## src/rtl/spi_frame_master.sv

```systemverilog
// SPI mode-0 frame master: CS low for FRAME_BYTES bytes, then CS_GAP high; SPI_FRAME_CHECKSUM_EN appends a mod-256 sum byte.
// Latency: CLK_DIV setup + 16*CLK_DIV per byte in SHIFT, CLK_DIV hold, CS_GAP gap; every output is registered.
// Backpressure: tx_ready only in IDLE/NEXT; tx_valid low in NEXT stalls with CS held low and SCK idle, no timeout.
module spi_frame_master #(
    parameter int CLK_DIV     = 4,
    parameter int FRAME_BYTES = 6144,
    parameter int CS_GAP      = 8
) (
    input  logic       clk,
    input  logic       rst,
    input  logic [7:0] tx_data,
    input  logic       tx_valid,
    output logic       tx_ready,
    output logic       sck,
    output logic       mosi,
    output logic       cs,
    input  logic       miso,
    output logic [7:0] rx_data,
    output logic       rx_valid,
    output logic       busy,
    output logic       frame_done
);

    localparam int CNT_W = $clog2(FRAME_BYTES + 1);
    localparam int DIV_W = $clog2(CLK_DIV + 1);
    localparam int GAP_W = $clog2(CS_GAP + 1);
    localparam logic [CNT_W-1:0] BYTE_LAST = CNT_W'(FRAME_BYTES);
    localparam logic [DIV_W-1:0] DIV_LAST  = DIV_W'(CLK_DIV - 1);
    localparam logic [GAP_W-1:0] GAP_LAST  = GAP_W'(CS_GAP - 1);

    typedef enum logic [2:0] {IDLE, LOAD, SHIFT, NEXT, HOLD, GAP} state_t;

    state_t           state, state_nxt;
    logic [7:0]       sr, sr_nxt, rx_sr, rx_sr_nxt, rx_data_nxt;
    logic [2:0]       bit_cnt, bit_nxt;
    logic [DIV_W-1:0] div_cnt, div_nxt;
    logic [CNT_W-1:0] byte_cnt, byte_nxt;
    logic [GAP_W-1:0] gap_cnt, gap_nxt;
    logic             sck_nxt, mosi_nxt, cs_nxt, ready_nxt, busy_nxt, rx_valid_nxt, done_nxt;
    logic             accept;
`ifdef SPI_FRAME_CHECKSUM_EN
    logic [7:0]       csum, csum_nxt;
    logic             csum_sent, csum_sent_nxt;
`endif

    assign accept = tx_valid && tx_ready;

    always_ff @(posedge clk or posedge rst) begin
        if (rst) begin
            state      <= IDLE;
            sr         <= '0;
            rx_sr      <= '0;
            bit_cnt    <= '0;
            div_cnt    <= '0;
            byte_cnt   <= '0;
            gap_cnt    <= '0;
            sck        <= 1'b0;
            mosi       <= 1'b0;
            cs         <= 1'b1;
            tx_ready   <= 1'b0;
            busy       <= 1'b0;
            rx_data    <= '0;
            rx_valid   <= 1'b0;
            frame_done <= 1'b0;
`ifdef SPI_FRAME_CHECKSUM_EN
            csum       <= '0;
            csum_sent  <= 1'b0;
`endif
        end else begin
            state      <= state_nxt;
            sr         <= sr_nxt;
            rx_sr      <= rx_sr_nxt;
            bit_cnt    <= bit_nxt;
            div_cnt    <= div_nxt;
            byte_cnt   <= byte_nxt;
            gap_cnt    <= gap_nxt;
            sck        <= sck_nxt;
            mosi       <= mosi_nxt;
            cs         <= cs_nxt;
            tx_ready   <= ready_nxt;
            busy       <= busy_nxt;
            rx_data    <= rx_data_nxt;
            rx_valid   <= rx_valid_nxt;
            frame_done <= done_nxt;
`ifdef SPI_FRAME_CHECKSUM_EN
            csum       <= csum_nxt;
            csum_sent  <= csum_sent_nxt;
`endif
        end
    end

    always_comb begin
        state_nxt    = state;
        sr_nxt       = sr;
        rx_sr_nxt    = rx_sr;
        bit_nxt      = bit_cnt;
        div_nxt      = div_cnt;
        byte_nxt     = byte_cnt;
        gap_nxt      = gap_cnt;
        sck_nxt      = sck;
        mosi_nxt     = mosi;
        cs_nxt       = cs;
        ready_nxt    = 1'b0;
        busy_nxt     = busy;
        rx_data_nxt  = rx_data;
        rx_valid_nxt = 1'b0;
        done_nxt     = 1'b0;
`ifdef SPI_FRAME_CHECKSUM_EN
        csum_nxt      = csum;
        csum_sent_nxt = csum_sent;
`endif
        case (state)
            IDLE: begin
                ready_nxt = 1'b1;
                cs_nxt    = 1'b1;
                if (accept) begin
                    sr_nxt    = tx_data;
                    mosi_nxt  = tx_data[7];
                    byte_nxt  = CNT_W'(1);
                    div_nxt   = '0;
                    bit_nxt   = '0;
                    cs_nxt    = 1'b0;
                    busy_nxt  = 1'b1;
                    ready_nxt = 1'b0;
                    state_nxt = LOAD;
`ifdef SPI_FRAME_CHECKSUM_EN
                    csum_nxt      = tx_data;
                    csum_sent_nxt = 1'b0;
`endif
                end
            end
            LOAD: begin
                mosi_nxt = sr[7];
                if (div_cnt == DIV_LAST) begin
                    // first rising edge of the byte samples miso bit 7
                    div_nxt   = '0;
                    sck_nxt   = 1'b1;
                    rx_sr_nxt = {rx_sr[6:0], miso};
                    state_nxt = SHIFT;
                end else begin
                    div_nxt = div_cnt + DIV_W'(1);
                end
            end
            SHIFT: begin
                if (div_cnt != DIV_LAST) begin
                    div_nxt = div_cnt + DIV_W'(1);
                end else if (sck) begin
                    div_nxt  = '0;
                    sck_nxt  = 1'b0;
                    sr_nxt   = {sr[6:0], 1'b0};
                    mosi_nxt = sr[6];
                end else if (bit_cnt != 3'd7) begin
                    div_nxt   = '0;
                    bit_nxt   = bit_cnt + 3'd1;
                    sck_nxt   = 1'b1;
                    rx_sr_nxt = {rx_sr[6:0], miso};
                end else begin
                    // end of the low half of bit 0: the byte is complete
                    div_nxt      = '0;
                    bit_nxt      = '0;
                    rx_data_nxt  = rx_sr;
                    rx_valid_nxt = 1'b1;
                    if (byte_cnt != BYTE_LAST) begin
                        ready_nxt = 1'b1;
                        state_nxt = NEXT;
                    end
`ifdef SPI_FRAME_CHECKSUM_EN
                    else if (!csum_sent) begin
                        sr_nxt        = csum;
                        mosi_nxt      = csum[7];
                        csum_sent_nxt = 1'b1;
                        state_nxt     = LOAD;
                    end
`endif
                    else begin
                        state_nxt = HOLD;
                    end
                end
            end
            NEXT: begin
                ready_nxt = 1'b1;
                if (accept) begin
                    sr_nxt    = tx_data;
                    mosi_nxt  = tx_data[7];
                    byte_nxt  = byte_cnt + CNT_W'(1);
                    div_nxt   = '0;
                    ready_nxt = 1'b0;
                    state_nxt = LOAD;
`ifdef SPI_FRAME_CHECKSUM_EN
                    csum_nxt  = csum + tx_data;
`endif
                end
            end
            HOLD: begin
                if (div_cnt == DIV_LAST) begin
                    div_nxt   = '0;
                    gap_nxt   = '0;
                    cs_nxt    = 1'b1;
                    done_nxt  = 1'b1;
                    state_nxt = GAP;
                end else begin
                    div_nxt = div_cnt + DIV_W'(1);
                end
            end
            GAP: begin
                if (gap_cnt == GAP_LAST) begin
                    gap_nxt   = '0;
                    busy_nxt  = 1'b0;
                    ready_nxt = 1'b1;
                    state_nxt = IDLE;
                end else begin
                    gap_nxt = gap_cnt + GAP_W'(1);
                end
            end
            default: state_nxt = IDLE;
        endcase
    end

endmodule

```

## config.mk

```make
export PLATFORM = sky130hd
export DESIGN_NAME = spi_frame_master
export DESIGN_NICKNAME = d
export VERILOG_FILES = /design/src/rtl/spi_frame_master.sv
export SDC_FILE = /design/constraint.sdc
export NUM_CORES = 1
export LEC_CHECK = 0
export CORE_ASPECT_RATIO = 0.6
export CORE_MARGIN = 4
export CORE_UTILIZATION = 45
export CTS_BUF_LIST = sky130_fd_sc_hd__clkbuf_4 sky130_fd_sc_hd__clkbuf_8
export CTS_CLUSTER_DIAMETER = 120
export CTS_CLUSTER_SIZE = 30
export DETAILED_ROUTE_END_ITERATION = 10
export PLACE_DENSITY = 0.62
export SLEW_MARGIN = 20
export SYNTH_ARGS = -nofsm -noshare
export SYNTH_HDL_FRONTEND = slang
export SYNTH_SLANG_ARGS = --single-unit
export TNS_END_PERCENT = 5
```

## constraint.sdc

```tcl
create_clock -name clk -period 4.9 [get_ports clk]
set_input_delay 0.735 -clock clk [delete_from_list [all_inputs] [get_ports clk]]
set_output_delay 0.735 -clock clk [all_outputs]
set_load 0.005 [all_outputs]
```

==> results of run 1 <==
-- Yosys cell counts (4+ instances only) --
| master | n |
|---|---|
| a21oi_1 | 13 |
| clkbuf_1 | 7 |
| dfrtp_1 | 56 |
| ha_1 | 6 |
| inv_1 | 8 |
| mux2_2 | 26 |
| mux2_4 | 7 |
| nand2_1 | 17 |
| nand2b_1 | 5 |
| nand3_1 | 18 |
| nand3b_1 | 4 |
| nand4_1 | 5 |
| nor2_1 | 14 |
| nor3_1 | 7 |
| o21ai_0 | 14 |
| o31ai_1 | 4 |
| or3_1 | 4 |
| xnor2_1 | 6 |
-- logic make-up (layout without fill, tap and decap cells) --
| logic type | count (synthesis) | in the layout | share of synthesized area |
|---|---|---|---|
| simple gates | 97 | 97 | 0.187 |
| flops | 57 | 57 | 0.488 |
| xor+xnor | 9 | 9 | 0.0321 |
| mux | 35 | 35 | 0.143 |
| buf+inv | 19 | 50 | 0.0334 |
| fa+ha+maj | 6 | 6 | 0.0257 |
| compound gates | 43 | 43 | 0.0903 |
-- per-layer routing --
layer,share of wire,wire length (um),vias up,GRT usage
met3,0.064,365,10,0.0615
li1,-,-,1017,-
met2,0.39,2230,46,0.204
met4,0.012,68,0,0.0680
met5,0,0,-,0
met1,0.53,3040,971,0.237
-- worst max-delay path, stage by stage --
cell and delay [ns]:
clkdlybuf4s50_1 0.55, a21oi_1 0.13, and2_4 0.21, or4_1 0.74
mux2_4 0.39
-- worst min path at each step --
| stage | from | to | depth (start not counted) |
|---|---|---|---|
| 2_1_floorplan | sr[7] | sr[7] | 1 |
| 5_1_grt | rx_sr[7] | rx_data[7] | 1 |
| 6_report | busy | busy | 1 |
| 3_3_place_gp | busy | busy | 1 |
| 3_5_place_dp | busy | busy | 1 |
| 4_1_cts | busy | busy | 1 |
-- power by group through the flow --
stage	combinational [mW]	sequential [mW]	clock, mW
detailed placement	0.773	0.762	0
CTS	0.773	0.758	0.461
global placement	0.754	0.765	0
global route	0.847	0.783	0.488
finish	0.768	0.759	0.449
floorplan	0.657	0.700	0
-- area by class of cell --
class | instances | share of cell area
sequential | 57 | 0.417
tap | 84 | 0.0307
clock buffer | 12 | 0.0464
inverter | 8 | 0.00876
clock inverter | 3 | 0.0117
timing repair buffer | 27 | 0.0781
multi-input combinational | 190 | 0.408
-- flip-flops by register name, summed over array words and instances, names as in the netlist --
signal / count
rx_valid: 1
state: 3
tx_ready: 1
frame_done: 1
rx_data: 8
mosi: 1
byte_cnt: 13
gap_cnt: 4
rx_sr: 8
div_cnt: 3
sck: 1
sr: 8
busy: 1
cs: 1
bit_cnt: 3
-- per-stage QoR --
stage | util | instances | hold WS (ns)
3_3_place_gp | 0.521 | 366 | 0.479
4_1_cts | 0.553 | 381 | 0.497
2_1_floorplan | - | 266 | 0.475
6_report | 0.553 | 381 | 0.493
5_1_grt | 0.553 | 381 | 0.522
3_5_place_dp | 0.521 | 366 | 0.483
==> results.md, run 1 <==
* Number of routed nets with antenna violations at 0
* Worst Setup EP: sr[6]
* Final Max Slew Viols at 0
* Max Cap Viol at 0
* Clock Tree Buf Depth at 2
* Final RePlAce weighted congestion at 0.782
* Pre-CTS setup slack at 2.02 ns
* Top cells by area, synth: dfrtp_1 (48%), mux2_2 (10%), mux2_4 (3.6%), nand3_1 (3.1%), ha_1 (2.6%)
* Core area at 6190 um2
* Post-CTS sizing at 0
* Top FF cell, synth: dfrtp_1
* Gr usage total at 0.160
* Combinational share of power at 0.389
* Setup Skew at 0.0124 ns
* Largest net degree at the start of global routing at 58
* Setup Viol. Count Final at 0
* Setup TNS at 0 ns
* Synth top area share at 0.479
* I/O Buffers at 26
* Vias/cell at 5.36
* Die width at 112 um
* Hold/Removal Path Class: flop to flop
* Total chip power at 1.97 mW
* Antenna violations before repair at 0
* Mapped Cells at 266
* CTS tree: yes
* CP startpoint: tx_valid
* Synth Cell Area at 2920 um2
* Switching power at 0.690 mW
* Clock power share at 0.227
* Critical path class: input port to flop
* Ports at 27
* Routed via count at 2044
* Fin area at 3430 um2
* Die height at 70.4 um
* Cell Int Power at 1.28 mW
* Site row count at 22
* Tcrit/Tclk final at 0.516
* Synth unique cells at 49
* Initial Util at 0.472
* Rel. slew slack at 0.421
* EDFF count, synth at 0
* CP Max Fanout at 8
* Worst-Margin Slew at 0.865 ns
* Synthesis-to-layout area growth at 17.3%
* Num CTS Buffers at 9
* Crit end category: flop
* Share of post-route cells with drive strength above 1 at 0.205
* CP arrival at 2.76 ns
* Seq pwr share at 0.384
* RSZ-0062 raised after global routing: no
* Sequential cell area at 1430 um2
* Filler Cells Inserted at 556
* Worst VDD drop at 0.000311 V
* Critical path launch point type: input port
* Post-route DRC at 0
* Synth Net Count at 284
* Status: finished clean
* Routed Wire Length at 5.71 mm
* Fmax at 396 MHz
* H-tree depth at 3
* Clk sinks at 57
* Post-CTS setup buffers at 0
* Switching share of total power at 0.350
* Leakage at 1.52 nW
* Worst Path Required at 5.13 ns
* Vias in the first global route at 1978
* Most frequent cells in the layout: dfrtp_1 (56), mux2_2 (26), clkdlybuf4s50_1 (26), nand3_1 (18), nand2_1 (17)
* Die area at 7890 um2
* Min cycle time layout at 2.53 ns
* R2r setup slk at 2.44 ns
* Footprint of the multi-input gates at 1400 um2
* Power Density at 576 nW/um2
* Worst-path clk slew at 0.06 ns
* DR iter-0 viols at 92
* Register bit total from synthesis at 57
* First-pass GRT wire length at 9.86 mm
* # diodes at 0
* Average wire per standard cell at 15.0 um
* Sequential-to-total area share from yosys stat at 0.488
* Area leader, netlist: dfrtp_1
* Cts hold-fix bufs at 0
* Hpwl dp at 3.93 mm
* Endpoints failing hold at 0
* Synth warn at 0
* Root Driver: clkbuf_8
* FF-to-FF path depth at 4
* Gr ovfl total at 0
* Final net count at 311
* Dpl cell area at 3230 um2
* Post-synthesis async set-or-reset flop share at 1.00
* Commonest non-fill, non-tap cell in the layout: dfrtp_1
* 1st-pass router iterations at 4
* Setup slack after layout at 2.37 ns
* Origin of the critical flop-to-flop path: state[0]
* Clk_lat worst skew at 0.35 ns
* Critical R2R Capture: sr[6]
* Avg Cell Area, Syn at 11.0 um2
No activity file was read; power rests on OpenSTA's default activity.
==> run 2: changes to the inputs <==
==> constraint.sdc (replaced) <==
create_clock -name clk -period 2.4 [get_ports clk]
set_input_delay 0.36 -clock clk [delete_from_list [all_inputs] [get_ports clk]]
set_output_delay 0.36 -clock clk [all_outputs]
set_load 0.005 [all_outputs]
==> run 2 against run 1 <==
Net effect:
- core utilization rose by 1.4 points
- largest cell class unchanged
- clock skew fell by 0.0060 ns
- clock power is 90% higher
- critical endpoint is now byte_cnt[10]
==> results.md, run 2 (synthesis gave the netlist of run 1 again) <==
* H-tree depth at 3
* RSZ-0062 raised after global routing: no
* Hold slack at 0.389 ns
* Worst-Margin Slew at 0.621 ns
* Site row count at 22
* Setup slack after layout at 0.208 ns
* 1st-pass router iterations at 6
* Average wire per standard cell at 14.9 um
* Num CTS Buffers at 9
* Share of post-route cells with drive strength above 1 at 0.236
* Worst Path Required at 2.67 ns
* Post-CTS setup buffers at 0
* CP Max Fanout at 16
* Clk sinks at 57
* Number of routed nets with antenna violations at 0
* Status: finished clean
* Die width at 112 um
* CTS tree: yes
* Commonest non-fill, non-tap cell in the layout: dfrtp_1
* Final RePlAce weighted congestion at 0.802
* Hpwl dp at 4.14 mm
* Post-route DRC at 0
* Most flops, register: byte_cnt
* Ports at 27
* Critical path launch point type: flop
* Met1 GRT Util at 0.245
* Crit-path slowest cell: dfrtp_1
* Critical R2R Capture: byte_cnt[10]
* Clk_lat worst skew at 0.34 ns
* Fmax at 456 MHz
* Power Density at 1170 nW/um2
* M3 GR Usage at 0.0771
* Max Cap Viol at 0
* Min cycle time layout at 2.19 ns
* CP startpoint: state[0]
* Global Route met2 Usage at 0.230
* Gr usage total at 0.170
* Tcrit/Tclk final at 0.913
* Antenna violations before repair at 0
* # diodes at 0
* Setup TNS at 0 ns
* Leakage at 1.58 nW
* Initial Util at 0.472
* Vias in the first global route at 2143
* Fin area at 3510 um2
* Routed via count at 2156
* Slowest Stage Delay on Critical Path at 0.74 ns
* Worst-path cell chain: xor2_2 -> or4_4 -> or3_1 -> a21oi_1
* Top Usage Layer GRT: met1
* Rel. slew slack at 0.586
* FF-to-FF path depth at 4
* Worst VDD drop at 0.000684 V
* First-pass GRT wire length at 10.6 mm
* Vias/cell at 5.49
* Most frequent cells in the layout: dfrtp_1 (56), mux2_2 (26), clkdlybuf4s50_1 (26), nand3_1 (18), nand2_1 (17)
* Cts hold-fix bufs at 0
* Endpoints failing hold at 0
* Hold/Removal Path Class: input port to asynchronous set/reset pin
* I/O Buffers at 26
* Worst-path clk slew at 0.06 ns
* Clock Tree Buf Depth at 2
* Pre-CTS setup slack at 0.0625 ns
* Setup Skew at 0.00642 ns
* Setup Viol. Count Final at 0
* Max reg flops at 13
* Origin of the critical flop-to-flop path: state[0]
* Synthesis-to-layout area growth at 20.2%
* CP arrival at 2.46 ns
* Largest net degree at the start of global routing at 58
* Gr ovfl total at 0
* Die area at 7890 um2
* Post-CTS sizing at 0
* Die height at 70.4 um
* Critical path class: flop to flop
* Routed Wire Length at 5.87 mm
* Final net count at 323
* Root Driver: clkbuf_8
* Final Max Slew Viols at 0
* Core area at 6190 um2
* Dpl cell area at 3330 um2
* Crit end category: flop
* DR iter-0 viols at 133
* R2r setup slk at 0.21 ns
## run 2: cell types whose count changed in the layout (fill, tap and decap cells not counted), sizes merged
cell / before / now
clkbuf: 12 / 11
clkinv: 2 / 3
buf: 1 / 13
## run 2: report_power, final
part | switching [mW] | total [mW] | internal (mW) | leakage [nW]
clock network | 0.363 | 0.854 | 0.491 | 0.0998
registers | 0.283 | 1.53 | 1.24 | 0.733
logic | 0.783 | 1.73 | 0.946 | 0.743
total | 1.43 | 4.11 | 2.68 | 1.58
## run 2: final cells by class
class,instances,area (um2)
Fill cell,554,2680
Timing Repair Buffer,39,370
Clock buffer,11,139
Multi-Input combinational cell,190,1400
Tap cell,84,105
Inverter,8,30.0
Sequential cell,57,1430
Clock inverter,4,45.0
## run 2: worst max-delay path by stage
stage,endpoint,slack (ns),cells past startpoint
4_1_cts,byte_cnt[10],0.23,4
3_3_place_gp,sr[3],0.08,6
3_5_place_dp,sr[5],0.06,6
2_1_floorplan,sr[1],0.49,6
5_1_grt,state[1],0.06,6
6_report,byte_cnt[10],0.21,4
## run 2: metrics by stage
stage,util,std cells,total power [mW]
floorplan,-,266,2.77
finish,0.567,393,4.11
global placement,0.538,378,3.23
CTS,0.567,393,4.14
detailed placement,0.538,378,3.27
global route,0.567,393,4.45
## run 2: critical path: cells and delay by family, from the launching register on
kind | cells | cell delay, ns
and+or+nand+nor | 2 | 0.97
AOI/OAI and AO/OA | 1 | 0.14
DFF | 1 | 0.74
xor gates and xnor gates | 1 | 0.28
## run 2: per-layer routing
layer | wire, um | share of wire | up-vias
li1 | - | - | 1053
met3 | 396 | 0.067 | 6
met5 | 0 | 0 | -
met2 | 2400 | 0.41 | 54
met4 | 64 | 0.011 | 0
met1 | 3010 | 0.51 | 1043
==> run 3: changes to the inputs <==
--- a/config.mk
+++ b/config.mk
@@ -13,6 +13,7 @@
 export CTS_CLUSTER_SIZE = 30
 export DETAILED_ROUTE_END_ITERATION = 10
 export PLACE_DENSITY = 0.62
+export SETUP_SLACK_MARGIN = 0.05
 export SLEW_MARGIN = 20
 export SYNTH_ARGS = -nofsm -noshare
 export SYNTH_HDL_FRONTEND = slang
==> results of run 3 <==
Final layout, timing and power as in run 2 (identical DEF).
